--- config.mk ---
export PLATFORM = sky130hd
export DESIGN_NAME = spi_word_target
export DESIGN_NICKNAME = d
export VERILOG_FILES = /design/src/rtl/spi_word_target.sv
export SDC_FILE = /design/constraint.sdc
export NUM_CORES = 1
export LEC_CHECK = 0
export ABC_CLOCK_PERIOD_IN_PS = 5200
export BUFFER_PORTS_ARGS = -buffer_cell sky130_fd_sc_hd__buf_2
export CORE_AREA = 8 8 66 62
export CTS_CLUSTER_SIZE = 24
export DETAILED_ROUTE_END_ITERATION = 12
export DIE_AREA = 0 0 74 70
export PLACE_DENSITY = 0.91
export SYNTH_ARGS = -nofsm -noshare
export SYNTH_HDL_FRONTEND = slang
export SYNTH_SLANG_ARGS = --single-unit
--- constraint.sdc ---
create_clock -name sys_clk -period 5.2 [get_ports sys_clk]
set_input_delay 0.78 -clock sys_clk [delete_from_list [all_inputs] [get_ports sys_clk]]
set_output_delay 0.78 -clock sys_clk [all_outputs]
set_load 0.03 [all_outputs]
--- src/rtl/spi_word_target.sv ---
// SPI target with configurable word width, mode and bit order. Every pin is synchronised into
// sys_clk, and edges are detected there; SPI clock is never used as a clock.
module spi_word_target #(
    parameter int unsigned           DATA_WIDTH  = 8,
    parameter bit                    CPOL        = 1'b0,
    parameter bit                    CPHA        = 1'b0,
    parameter bit                    MSB_FIRST   = 1'b1,
    parameter int unsigned           SYNC_STAGES = 2,
    parameter logic [DATA_WIDTH-1:0] TX_IDLE     = '1
) (
    input  logic                  sys_clk,
    input  logic                  sys_reset_n,
    input  logic                  spi_cs_n,
    input  logic                  spi_sclk,
    input  logic                  spi_rx,
    output logic                  spi_tx,
    output logic                  spi_tx_oe,
    output logic [DATA_WIDTH-1:0] rx_data,
    output logic                  rx_valid,
    input  logic [DATA_WIDTH-1:0] tx_data,
    input  logic                  tx_valid,
    output logic                  tx_ready,
    output logic                  tx_underrun,
    output logic                  frame_start,
    output logic                  frame_end,
    output logic                  frame_abort
);

    localparam int unsigned    CntW    = $clog2(DATA_WIDTH + 1);
    localparam logic [CntW-1:0] LastBit = CntW'(DATA_WIDTH - 1);

    typedef enum logic [0:0] {StIdle, StActive} state_e;

    state_e state_q, state_d;

    logic [SYNC_STAGES-1:0] cs_sync_q, sclk_sync_q, rx_sync_q;
    logic                   cs_hist_q, sclk_hist_q;
    logic                   cs_s, sclk_s, rx_s;
    logic                   cs_fall, cs_rise, lead_edge, trail_edge, sample_edge, shift_edge;

    logic [CntW-1:0]       bit_cnt_q, bit_cnt_d;
    logic                  skip_q, skip_d;
    logic [DATA_WIDTH-1:0] tx_sh_q, tx_sh_d;
    logic [DATA_WIDTH-1:0] rx_sh_q, rx_sh_d;
    logic [DATA_WIDTH-1:0] rx_data_q, rx_data_d;
    logic                  rx_valid_q, rx_valid_d;

    logic do_load, first_load, do_sample, do_shift, word_done;

    always_ff @(posedge sys_clk or negedge sys_reset_n) begin
        if (!sys_reset_n) begin
            cs_sync_q   <= '1;
            sclk_sync_q <= {SYNC_STAGES{CPOL}};
            rx_sync_q   <= '0;
            cs_hist_q   <= 1'b1;
            sclk_hist_q <= CPOL;
        end else begin
            cs_sync_q   <= {cs_sync_q[SYNC_STAGES-2:0], spi_cs_n};
            sclk_sync_q <= {sclk_sync_q[SYNC_STAGES-2:0], spi_sclk};
            rx_sync_q   <= {rx_sync_q[SYNC_STAGES-2:0], spi_rx};
            cs_hist_q   <= cs_sync_q[SYNC_STAGES-1];
            sclk_hist_q <= sclk_sync_q[SYNC_STAGES-1];
        end
    end

    assign cs_s   = cs_sync_q[SYNC_STAGES-1];
    assign sclk_s = sclk_sync_q[SYNC_STAGES-1];
    assign rx_s   = rx_sync_q[SYNC_STAGES-1];

    assign cs_fall     = cs_hist_q & ~cs_s;
    assign cs_rise     = ~cs_hist_q & cs_s;
    // Edges are judged on the CPOL-normalised clock so that leading always means 0->1.
    assign lead_edge   = (sclk_s ^ CPOL) & ~(sclk_hist_q ^ CPOL);
    assign trail_edge  = ~(sclk_s ^ CPOL) & (sclk_hist_q ^ CPOL);
    assign sample_edge = CPHA ? trail_edge : lead_edge;
    assign shift_edge  = CPHA ? lead_edge : trail_edge;

    // State register
    always_ff @(posedge sys_clk or negedge sys_reset_n) begin
        if (!sys_reset_n) begin
            state_q <= StIdle;
        end else begin
            state_q <= state_d;
        end
    end

    // Next-state logic
    always_comb begin
        state_d = state_q;
        unique case (state_q)
            StIdle:   if (cs_fall) state_d = StActive;
            StActive: if (cs_rise) state_d = StIdle;
            default:  state_d = StIdle;
        endcase
    end

    // Output / control decode; CS rise wins over any sclk edge in the same cycle
    always_comb begin
        frame_start = 1'b0;
        frame_end   = 1'b0;
        frame_abort = 1'b0;
        do_load     = 1'b0;
        first_load  = 1'b0;
        do_sample   = 1'b0;
        do_shift    = 1'b0;
        word_done   = 1'b0;
        unique case (state_q)
            StIdle: begin
                if (cs_fall) begin
                    frame_start = 1'b1;
                    do_load     = 1'b1;
                    first_load  = 1'b1;
                end
            end
            StActive: begin
                if (cs_rise) begin
                    frame_end   = 1'b1;
                    frame_abort = (bit_cnt_q != '0);
                end else if (sample_edge) begin
                    do_sample = 1'b1;
                    if (bit_cnt_q == LastBit) begin
                        word_done = 1'b1;
                        do_load   = 1'b1;
                    end
                end else if (shift_edge) begin
                    do_shift = 1'b1;
                end
            end
            default: ;
        endcase
    end

    assign tx_ready    = do_load;
    assign tx_underrun = do_load & ~tx_valid;

    always_comb begin
        bit_cnt_d  = bit_cnt_q;
        skip_d     = skip_q;
        tx_sh_d    = tx_sh_q;
        rx_sh_d    = rx_sh_q;
        rx_data_d  = rx_data_q;
        rx_valid_d = 1'b0;
        if (frame_start || frame_end) begin
            bit_cnt_d = '0;
            skip_d    = 1'b0;
        end
        if (do_sample) begin
            rx_sh_d   = MSB_FIRST ? {rx_sh_q[DATA_WIDTH-2:0], rx_s}
                                  : {rx_s, rx_sh_q[DATA_WIDTH-1:1]};
            bit_cnt_d = bit_cnt_q + CntW'(1);
        end
        if (word_done) begin
            bit_cnt_d  = '0;
            rx_data_d  = rx_sh_d;
            rx_valid_d = 1'b1;
        end
        if (do_shift) begin
            if (skip_q) begin
                skip_d = 1'b0;
            end else begin
                tx_sh_d = MSB_FIRST ? {tx_sh_q[DATA_WIDTH-2:0], 1'b1}
                                    : {1'b1, tx_sh_q[DATA_WIDTH-1:1]};
            end
        end
        if (do_load) begin
            tx_sh_d = tx_valid ? tx_data : TX_IDLE;
            // With CPHA=0 the first trailing edge of a frame must already advance to bit 1.
            skip_d  = first_load ? CPHA : 1'b1;
        end
    end

    always_ff @(posedge sys_clk or negedge sys_reset_n) begin
        if (!sys_reset_n) begin
            bit_cnt_q  <= '0;
            skip_q     <= 1'b0;
            tx_sh_q    <= TX_IDLE;
            rx_sh_q    <= '0;
            rx_data_q  <= '0;
            rx_valid_q <= 1'b0;
        end else begin
            bit_cnt_q  <= bit_cnt_d;
            skip_q     <= skip_d;
            tx_sh_q    <= tx_sh_d;
            rx_sh_q    <= rx_sh_d;
            rx_data_q  <= rx_data_d;
            rx_valid_q <= rx_valid_d;
        end
    end

    assign spi_tx    = MSB_FIRST ? tx_sh_q[DATA_WIDTH-1] : tx_sh_q[0];
    assign spi_tx_oe = ~cs_s;
    assign rx_data   = rx_data_q;
    assign rx_valid  = rx_valid_q;

endmodule
Word level (Yosys, flattened, before mapping) --
Cells that the tools add are included.
Storage, ports and cells: input bits 14, output and inout port bits 16, bits in registers 39, word-level logic and storage cells 65
Operators by class: $add $sub $neg 1, multiplexer cells 34, equal/unequal tests 2, bitwise operators 11, reduce and logical (&&, ||, !) cells 5
Operators with widths (count):
- $mux W8 | 5
- $mux W1 | 24
- $mux W4 | 3
- $not A1 Y1 | 6
- $and A1 B1 Y1 | 5
- $add A4 B1 Y4 const B | 1
- $eq A4 B3 Y1 const B | 1
- $pmux W1 S2 | 2
- $reduce_bool A4 Y1 | 1
- $reduce_bool A3 Y1 | 1
- $ne A2 B1 Y1 const B | 1
- $reduce_and A2 Y1 | 1
- $reduce_bool A2 Y1 | 1
- $logic_or A1 B1 Y1 | 1

Depth between registers and ports, before layout --
Gate-level depths: netlist (run 1).
depth after elaboration 9, gate-level depth with buffers 6

Least setup slack after synthesis (run 1) --
OpenSTA, ideal clock, no wires.
kind reg2out, from register cs_hist_q, to output port tx_underrun, setup slack 2.683 ns, stages on the path, launching flop included 4, arrival time 1.737 ns, required time 4.420 ns, cell sequence dfstp_2 nor3b_2 nor2_4 nor2_1
On the way: word-level cells in the longest chain between the ends 5
RTL lines:
- start, declared | RTL line 37 | logic cs_hist_q, sclk_hist_q;
- start signal, assigned | RTL line 61 | cs_hist_q <= cs_sync_q[SYNC_STAGES-1];
- $not A1 Y1 | RTL line 71 | assign cs_rise = ~cs_hist_q & cs_s;
- $and A1 B1 Y1 | RTL line 71
- $mux W1 | RTL line 116 | if (cs_rise) begin
- $pmux W1 S2 (*) | RTL line 107 | unique case (state_q)
- $and A1 B1 Y1 (*) | RTL line 134 | assign tx_underrun = do_load & ~tx_valid;
- end, declared | RTL line 23 | output logic tx_underrun,
Every way passes the cells marked *; elsewhere a longest branch is shown, timed or not.

Worst setup path in the final report (run 1) --
from register bit_cnt_q[0], to output port tx_underrun
On the way: word-level cells in the longest chain between the ends 6
RTL lines:
- start, declared | RTL line 41 | logic [CntW-1:0] bit_cnt_q, bit_cnt_d;
- start signal, assigned | RTL line 181 | bit_cnt_q <= bit_cnt_d;
- $eq A4 B3 Y1 | RTL line 121 | if (bit_cnt_q == LastBit) begin
- $mux W1 | RTL line 121
- $mux W1 | RTL line 119 | end else if (sample_edge) begin
- $mux W1 | RTL line 116
- $pmux W1 S2 | RTL line 107
- $and A1 B1 Y1 | RTL line 134
Every way passes these cells.

==> impl_metrics.csv, run 1 <==
group,metric,value,unit
status,status,"finished clean",
cells_and_area,final_common_cell,"buf_2",
synthesis,synthCells,134,
pwr,total_power,0.000612,W
critical_path,cp-end-kind,"output pin",
drt,finalWirelength,3100,um
critical_path,slowest_stage,"nor4_4",
cts,cts_resized,0,
die,die_x,74,um
cells_and_area,area_growth,13.7,%
grt,grt_overflow_total,0,
synthesis,synth.cell_area,0.00166,mm^2
placed_design,portBuffers,29,
pwr,cellPowerDensity,323,mW/mm^2
critical_path,cp.required,4.42,ns
cts,cts_tree,"built",
die,dieArea,0.00518,mm^2
timing,finalSetupTns,0,ns
cts,cts_max_path_buffers,2,
timing,rsz0062_at_grt,"no",
drt,vias_per_cell,5.21,
timing,min_period_over_period,60.2,%
critical_path,critPathMaxStageDelay,0.62,ns
drt,drt-initial-drc-count,45,
synthesis,ys_warn_count,0,
cts,numCtsBuffers,5,
drt,vias,1088,
timing,setup_viol,0,
drt,postRouteAntennaNets,0,
critical_path,critical-path-top-delay-family,"simple AND/OR/NAND/NOR gates",
timing,maxSlewHeadroom,46.7,%
timing,finalHoldViolCount,0,
synthesis,synth_cell_types,35,
hold_path,holdCritPathClass,"register to register",
cts,cts-hold-fix-buffers,0,
cells_and_area,antenna_cells,0,
critical_path,path_class,"register to output pin",
cts,root_buffer,"clkbuf_4",
placed_design,gp_congestion,0.753,
die,io_pins,30,
drt,drt_first_pass_iters,4,
critical_path,critPathBufInv,1,
timing,max_freq,320,MHz
pwr,power.leakage,1.05,nW
cts,cts-htree-levels,2,
die,std_cell_rows,19,
synthesis,ys_seq_elements,38,
die,die_y,70,um
timing,clock_skew,0.0123,ns
cts,cts.sinks,38,
pwr,irDropWorstVdd,0.201,mV
synthesis,synth_top_cell_by_area,"dfrtp_1",
placed_design,hpwl,2340,um
cells_and_area,layout_common_cells,"29 x buf_2, 27 x dfrtp_1, 18 x nand2_1",
cells_and_area,finalNonFillerCells,209,
cells_and_area,nets,182,
synthesis,synth_area_leaders,"dfrtp_1 41%, dfstp_2 17%, mux2i_1 9.6%",
timing,worst_slew_pin_slew,0.800,ns
critical_path,cp-start-kind,"register",
timing,fin_crit,3.13,ns
grt,grt_pass1_wl,5270,um
grt,grt_max_degree,39,
timing,drv_slew,0,
cts,path_clk_slew,0.10,ns
grt,grt_pass1_vias,1142,
drt,wire_per_inst,14.8,um
cts,post_cts_buffers,0,
die,initial_core_util,56.0,%
placed_design,placed_cells_incl_taps,201,
synthesis,syn_area_per_cell,12.4,um^2
flow_run,maxCapViolations,0,
die,core_area,0.00297,mm^2
grt,grt_usage,13.1,%
critical_path,rrSetupSlack,3.07,ns
synthesis,ys_seq_area_share,58.0,%
synthesis,synth_top_cell_area_share,40.6,%
synthesis,synth_nets,150,
cells_and_area,drive_gt1_share,32.3,%
critical_path,crit_fanout,11,
cts,clk_latency,0.34,ns
critical_path,crit_chain,"ha_1 -> nand3b_1 -> nor4_4 -> nor2_4 -> nor2_1 -> buf_2",
drt,route.detailed.drc,0,
critical_path,cp.arrival,2.35,ns
grt,antenna_found_initial,0,
cell type report:
class | count | area, um^2
clock buffer | 8 | 58.8
fill | 232 | 1080
inverter | 5 | 18.8
multi-input combinational | 87 | 651
sequential | 38 | 965
tap | 42 | 52.6
timing repair buffer | 29 | 145
synthesized netlist by cell type (all sizes together):
library cell / instances
dfrtp: 27
nand2: 18
mux2i: 16
dfstp: 11
mux2: 9
nor2b: 9
nor2: 7
inv: 5
buf: 4
a21o: 3
nor3b: 3
a21oi: 2
ha: 2
nand2b: 2
nand3: 2
nor3: 2
nor4: 2
a211o: 1
a211oi: 1
a31oi: 1
a32o: 1
and2b: 1
and3: 1
and3b: 1
nand3b: 1
o21ai: 1
or3: 1
stage by stage:
step | cell area (um^2) | utilization [%] | hold WS (ns) | worst slack (ns)
finish | 1890 | 63.6 | 0.355 | 2.07
global placement | 1830 | 61.6 | 0.332 | 2.49
floorplan | 1660 | - | 0.331 | 2.68
CTS | 1890 | 63.6 | 0.358 | 2.04
detailed placement | 1830 | 61.6 | 0.336 | 2.43
global route | 1890 | 63.6 | 0.368 | 1.87
worst paths after layout:
kind	startpoint	endpoint	cells past startpoint
worst max-delay path	bit_cnt_q[0]$_DFFE_PN0P_	tx_underrun	6
worst min-delay path	sclk_sync_q[0]$_DFF_PN0_	sclk_sync_q[1]$_DFF_PN0_	0
worst max register to register	cs_hist_q$_DFF_PN1_	rx_data[0]$_DFFE_PN0N_	4
worst min register to register	sclk_sync_q[0]$_DFF_PN0_	sclk_sync_q[1]$_DFF_PN0_	0
max in group asynchronous	sys_reset_n	rx_sync_q[0]$_DFF_PN0_	1
min in group asynchronous	sys_reset_n	rx_data[3]$_DFFE_PN0N_	1
flip-flops by register name, indices dropped and copies added, names as in the netlist:
| register | flops |
|---|---|
| bit_cnt_q | 4 |
| rx_valid | 1 |
| sclk_sync_q | 2 |
| rx_data | 8 |
| sclk_hist_q | 1 |
| cs_sync_q | 2 |
| rx_sync_q | 2 |
| cs_hist_q | 1 |
| tx_sh_q | 8 |
| rx_sh_q | 7 |
| state_q | 1 |
| skip_q | 1 |
logic make-up (layout without fill, tap and decap cells):
| family | after synthesis | in the layout | synth area share, % |
|---|---|---|---|
| AND/OR/NAND/NOR | 50 | 50 | 17.7 |
| multiplexers | 25 | 25 | 15.7 |
| flip-flops | 38 | 38 | 58.0 |
| buffers and inverters | 9 | 42 | 2.86 |
| AO/OA/AOI/OAI | 10 | 10 | 4.21 |
| adder cells (fa/ha/maj) | 2 | 2 | 1.50 |
worst register-to-register path, delay by kind of cell, from the launching register on:
kind / cells / cell delay, ns
flip-flops: 1 / 0.55
multiplexers: 2 / 0.71
AND/OR/NAND/NOR: 2 / 0.76
per-layer routing:
layer / wire length [um] / up-vias / track usage (%)
met3: 145 / 8 / 3.42
met2: 1550 / 25 / 20.3
li1: - / 518 / -
met5: 0 / - / 0
met1: 1320 / 537 / 15.3
met4: 88 / 0 / 9.09
power by group:
| group | leakage, nW | switching (W) | internal [W] |
|---|---|---|---|
| combinational | 0.544 | 0.0000508 | 0.0000372 |
| sequential | 0.473 | 0.0000263 | 0.000343 |
| clock | 0.0326 | 0.0000875 | 0.0000667 |
| total | 1.05 | 0.000165 | 0.000447 |
No activity file was read; power rests on OpenSTA's default activity.
==> run 2: changes to the inputs <==
==> config.mk (replaced) <==
export PLATFORM = sky130hd
export DESIGN_NAME = spi_word_target
export DESIGN_NICKNAME = d
export VERILOG_FILES = /design/src/rtl/spi_word_target.sv
export SDC_FILE = /design/constraint.sdc
export NUM_CORES = 1
export LEC_CHECK = 0
export ABC_AREA = 1
export ABC_CLOCK_PERIOD_IN_PS = 3250
export BUFFER_PORTS_ARGS = -buffer_cell sky130_fd_sc_hd__buf_2
export CORE_AREA = 8 8 68 64
export CTS_CLUSTER_SIZE = 24
export DETAILED_ROUTE_END_ITERATION = 12
export DIE_AREA = 0 0 76 72
export PLACE_DENSITY = 0.87
export SYNTH_ARGS = -nofsm -noshare
export SYNTH_HDL_FRONTEND = slang
export SYNTH_SLANG_ARGS = --single-unit
==> constraint.sdc (replaced) <==
create_clock -name sys_clk -period 3.25 [get_ports sys_clk]
set_input_delay 0.4875 -clock sys_clk [delete_from_list [all_inputs] [get_ports sys_clk]]
set_output_delay 0.4875 -clock sys_clk [all_outputs]
set_load 0.03 [all_outputs]
==> impl_metrics.csv, run 2 <==
group,metric,value,unit
status,status,"finished clean",
critical_path,critical-path-top-delay-family,"simple AND/OR/NAND/NOR gates",
synthesis,synthCells,185,
placed_design,placed_cells_incl_taps,254,
timing,maxSlewHeadroom,47.6,%
synthesis,ys.flop_type,"dfrtp_1",
critical_path,critPathBufInv,2,
die,io_pins,30,
critical_path,cp_common_cell,"nor2_1",
critical_path,slowest_stage,"dfrtp_1",
timing,drv_slew,0,
drt,wire_per_inst,12.0,um
cts,clk_latency,0.34,ns
flow_run,maxCapViolations,0,
pwr,irDropWorstVdd,0.263,mV
die,std_cell_rows,20,
cells_and_area,drive_gt1_share,26.6,%
synthesis,synth_cell_types,24,
die,core_area,0.00323,mm^2
cts,cts-htree-levels,2,
placed_design,hpwl,2310,um
critical_path,cp.depth,8,
hold_path,holdCritPathClass,"primary input to asynchronous set/reset pin",
synthesis,ys_warn_count,0,
timing,clock_skew,0.00630,ns
critical_path,crit_chain,"ha_1 -> nand2_1 -> nor2_1 -> nand3_2 -> nand2_4 -> inv_4 -> nor2_1 -> buf_2",
synthesis,async_flop_share,100,%
timing,finalSetupTns,0,ns
cts,cts_tree,"built",
timing,setup_viol,0,
synthesis,synth_top_cell_by_area,"dfrtp_1",
cells_and_area,nets,233,
grt,grt_pass1_wl,5460,um
cts,path_clk_slew,0.11,ns
pwr,cellPowerDensity,604,mW/mm^2
die,initial_core_util,51.9,%
pwr,power.leakage,1.02,nW
pwr,total_power,0.00117,W
cells_and_area,layout_common_cells,"50 x nand2_1, 29 x buf_2, 27 x dfrtp_1",
synthesis,ys_seq_area_share,57.6,%
cts,post_cts_buffers,0,
drt,finalWirelength,3140,um
cells_and_area,finalNonFillerCells,262,
timing,finalHoldViolCount,0,
synthesis,synthTopCellsByCount,"50 x nand2_1, 27 x dfrtp_1, 24 x inv_1",
cts,numCtsBuffers,5,
critical_path,path_class,"register to output pin",
synthesis,synth_nets,201,
cts,root_buffer,"clkbuf_4",
grt,grt_max_degree,39,
critical_path,rr_startpoint,"cs_hist_q$_DFF_PN1_",
cts,cts-hold-fix-buffers,0,
grt,grt_pass1_vias,1240,
critical_path,cp-end-kind,"output pin",
drt,vias_per_cell,4.89,
synthesis,ys_seq_elements,38,
die,die_x,76,um
critical_path,rrSetupSlack,1.34,ns
synthesis,synth_area_leaders,"dfrtp_1 40%, dfstp_2 17%, nand2_1 11%",
drt,drt_first_pass_iters,4,
drt,route.detailed.drc,0,
placed_design,portBuffers,29,
cts,cts_max_path_buffers,2,
drt,vias,1282,
cts,cts_resized,0,
synthesis,synth.cell_area,0.00168,mm^2
synthesis,yosysMostFrequentCell,"nand2_1",
critical_path,cp.required,2.76,ns
cts,cts.sinks,38,
synthesis,synth_edf_count,0,
timing,min_period_over_period,83.6,%
synthesis,syn_area_per_cell,9.06,um^2
placed_design,gp_congestion,0.816,
timing,rsz0062_at_grt,"no",
critical_path,critPathMaxStageDelay,0.41,ns
cells_and_area,final_common_cell,"nand2_1",
cells_and_area,area_growth,15.4,%
critical_path,cp-start-kind,"register",
grt,antenna_found_initial,0,
timing,worst_slew_pin_slew,0.786,ns
cells_and_area,final_core_util,59.9,%
cells_and_area,antenna_cells,0,
synthesis,synth_top_cell_area_share,40.3,%
critical_path,reg2reg_depth,7,
timing,fin_crit,2.72,ns
timing,max_freq,368,MHz
die,die_y,72,um
die,dieArea,0.00547,mm^2
grt,grt_overflow_total,0,
critical_path,crit_start,"bit_cnt_q[0]$_DFFE_PN0P_",
critical_path,rr_endpoint,"bit_cnt_q[0]$_DFFE_PN0P_",
drt,postRouteAntennaNets,0,
critical_path,critPathCapture,"tx_underrun",
critical_path,cp.arrival,2.23,ns
critical_path,crit_fanout,21,
grt,grt_usage,12.3,%
drt,drt-initial-drc-count,53,
-- run 2: cell count changes in the layout (fill, tap and decap cells not counted), sizes merged, moves of 2 or more --
cell	before	now
nand2	18	51
inv	5	27
nand3	2	23
mux2i	16	0
o21ai	1	17
mux2	9	0
nor2b	9	0
nor2	7	15
nand4	0	4
a21o	3	0
nor3b	3	0
nand2b	2	0
nor3	2	0
nor4	2	0
-- run 2: worst min path at each step --
stage                                  start                        to
global route                        spi_cs_n    cs_sync_q[0]$_DFF_PN1_
finish                           sys_reset_n    rx_data[4]$_DFFE_PN0N_
global placement    sclk_sync_q[0]$_DFF_PN0_  sclk_sync_q[1]$_DFF_PN0_
detailed placement    rx_sync_q[0]$_DFF_PN0_    rx_sync_q[1]$_DFF_PN0_
CTS                                 spi_cs_n    cs_sync_q[0]$_DFF_PN1_
floorplan                        sys_reset_n  bit_cnt_q[0]$_DFFE_PN0P_
-- run 2: report_power, final --
group | switching [W] | internal (W) | leakage, nW
combinational | 0.000136 | 0.0000733 | 0.499
clock | 0.000150 | 0.000184 | 0.0455
sequential | 0.0000445 | 0.000579 | 0.474
-- run 2: layout make-up --
class                      instances  area (um^2)
fill                             264         1290
sequential                        38          965
multi-input combinational        116          579
timing repair buffer              29          145
inverter                          27          104
clock buffer                       7         55.1
tap                               44         55.1
clock inverter                     1         30.0
-- run 2: logic make-up (layout without fill, tap and decap cells) --
group                      after synthesis  after routing  share of synthesized area (%)
AOI/OAI and AO/OA                       20             20                           6.95
xor gates and xnor gates                 1              1                          0.523
adders and majority gates                2              2                           1.49
buffers and inverters                   31             64                           7.84
DFF                                     38             38                           57.6
and+or+nand+nor                         93             93                           25.6
-- run 2: routing by layer --
metal  track usage, %  vias up  part of all wire (%)
met5                0        -                     0
met2             20.0       29                    48
li1                 -      651                     -
met3             3.58        7                   4.0
met1             14.5      595                    46
met4             6.52        0                   2.0
-- run 2: through the flow --
step	hold WS [ns]	instance area [um^2]	setup WS, ns
after detailed placement	0.343	1850	0.905
after global routing	0.198	1930	0.277
after global placement	0.333	1850	0.961
final	0.214	1930	0.532
after floorplan	0.192	1680	1.10
after CTS	0.220	1930	0.517
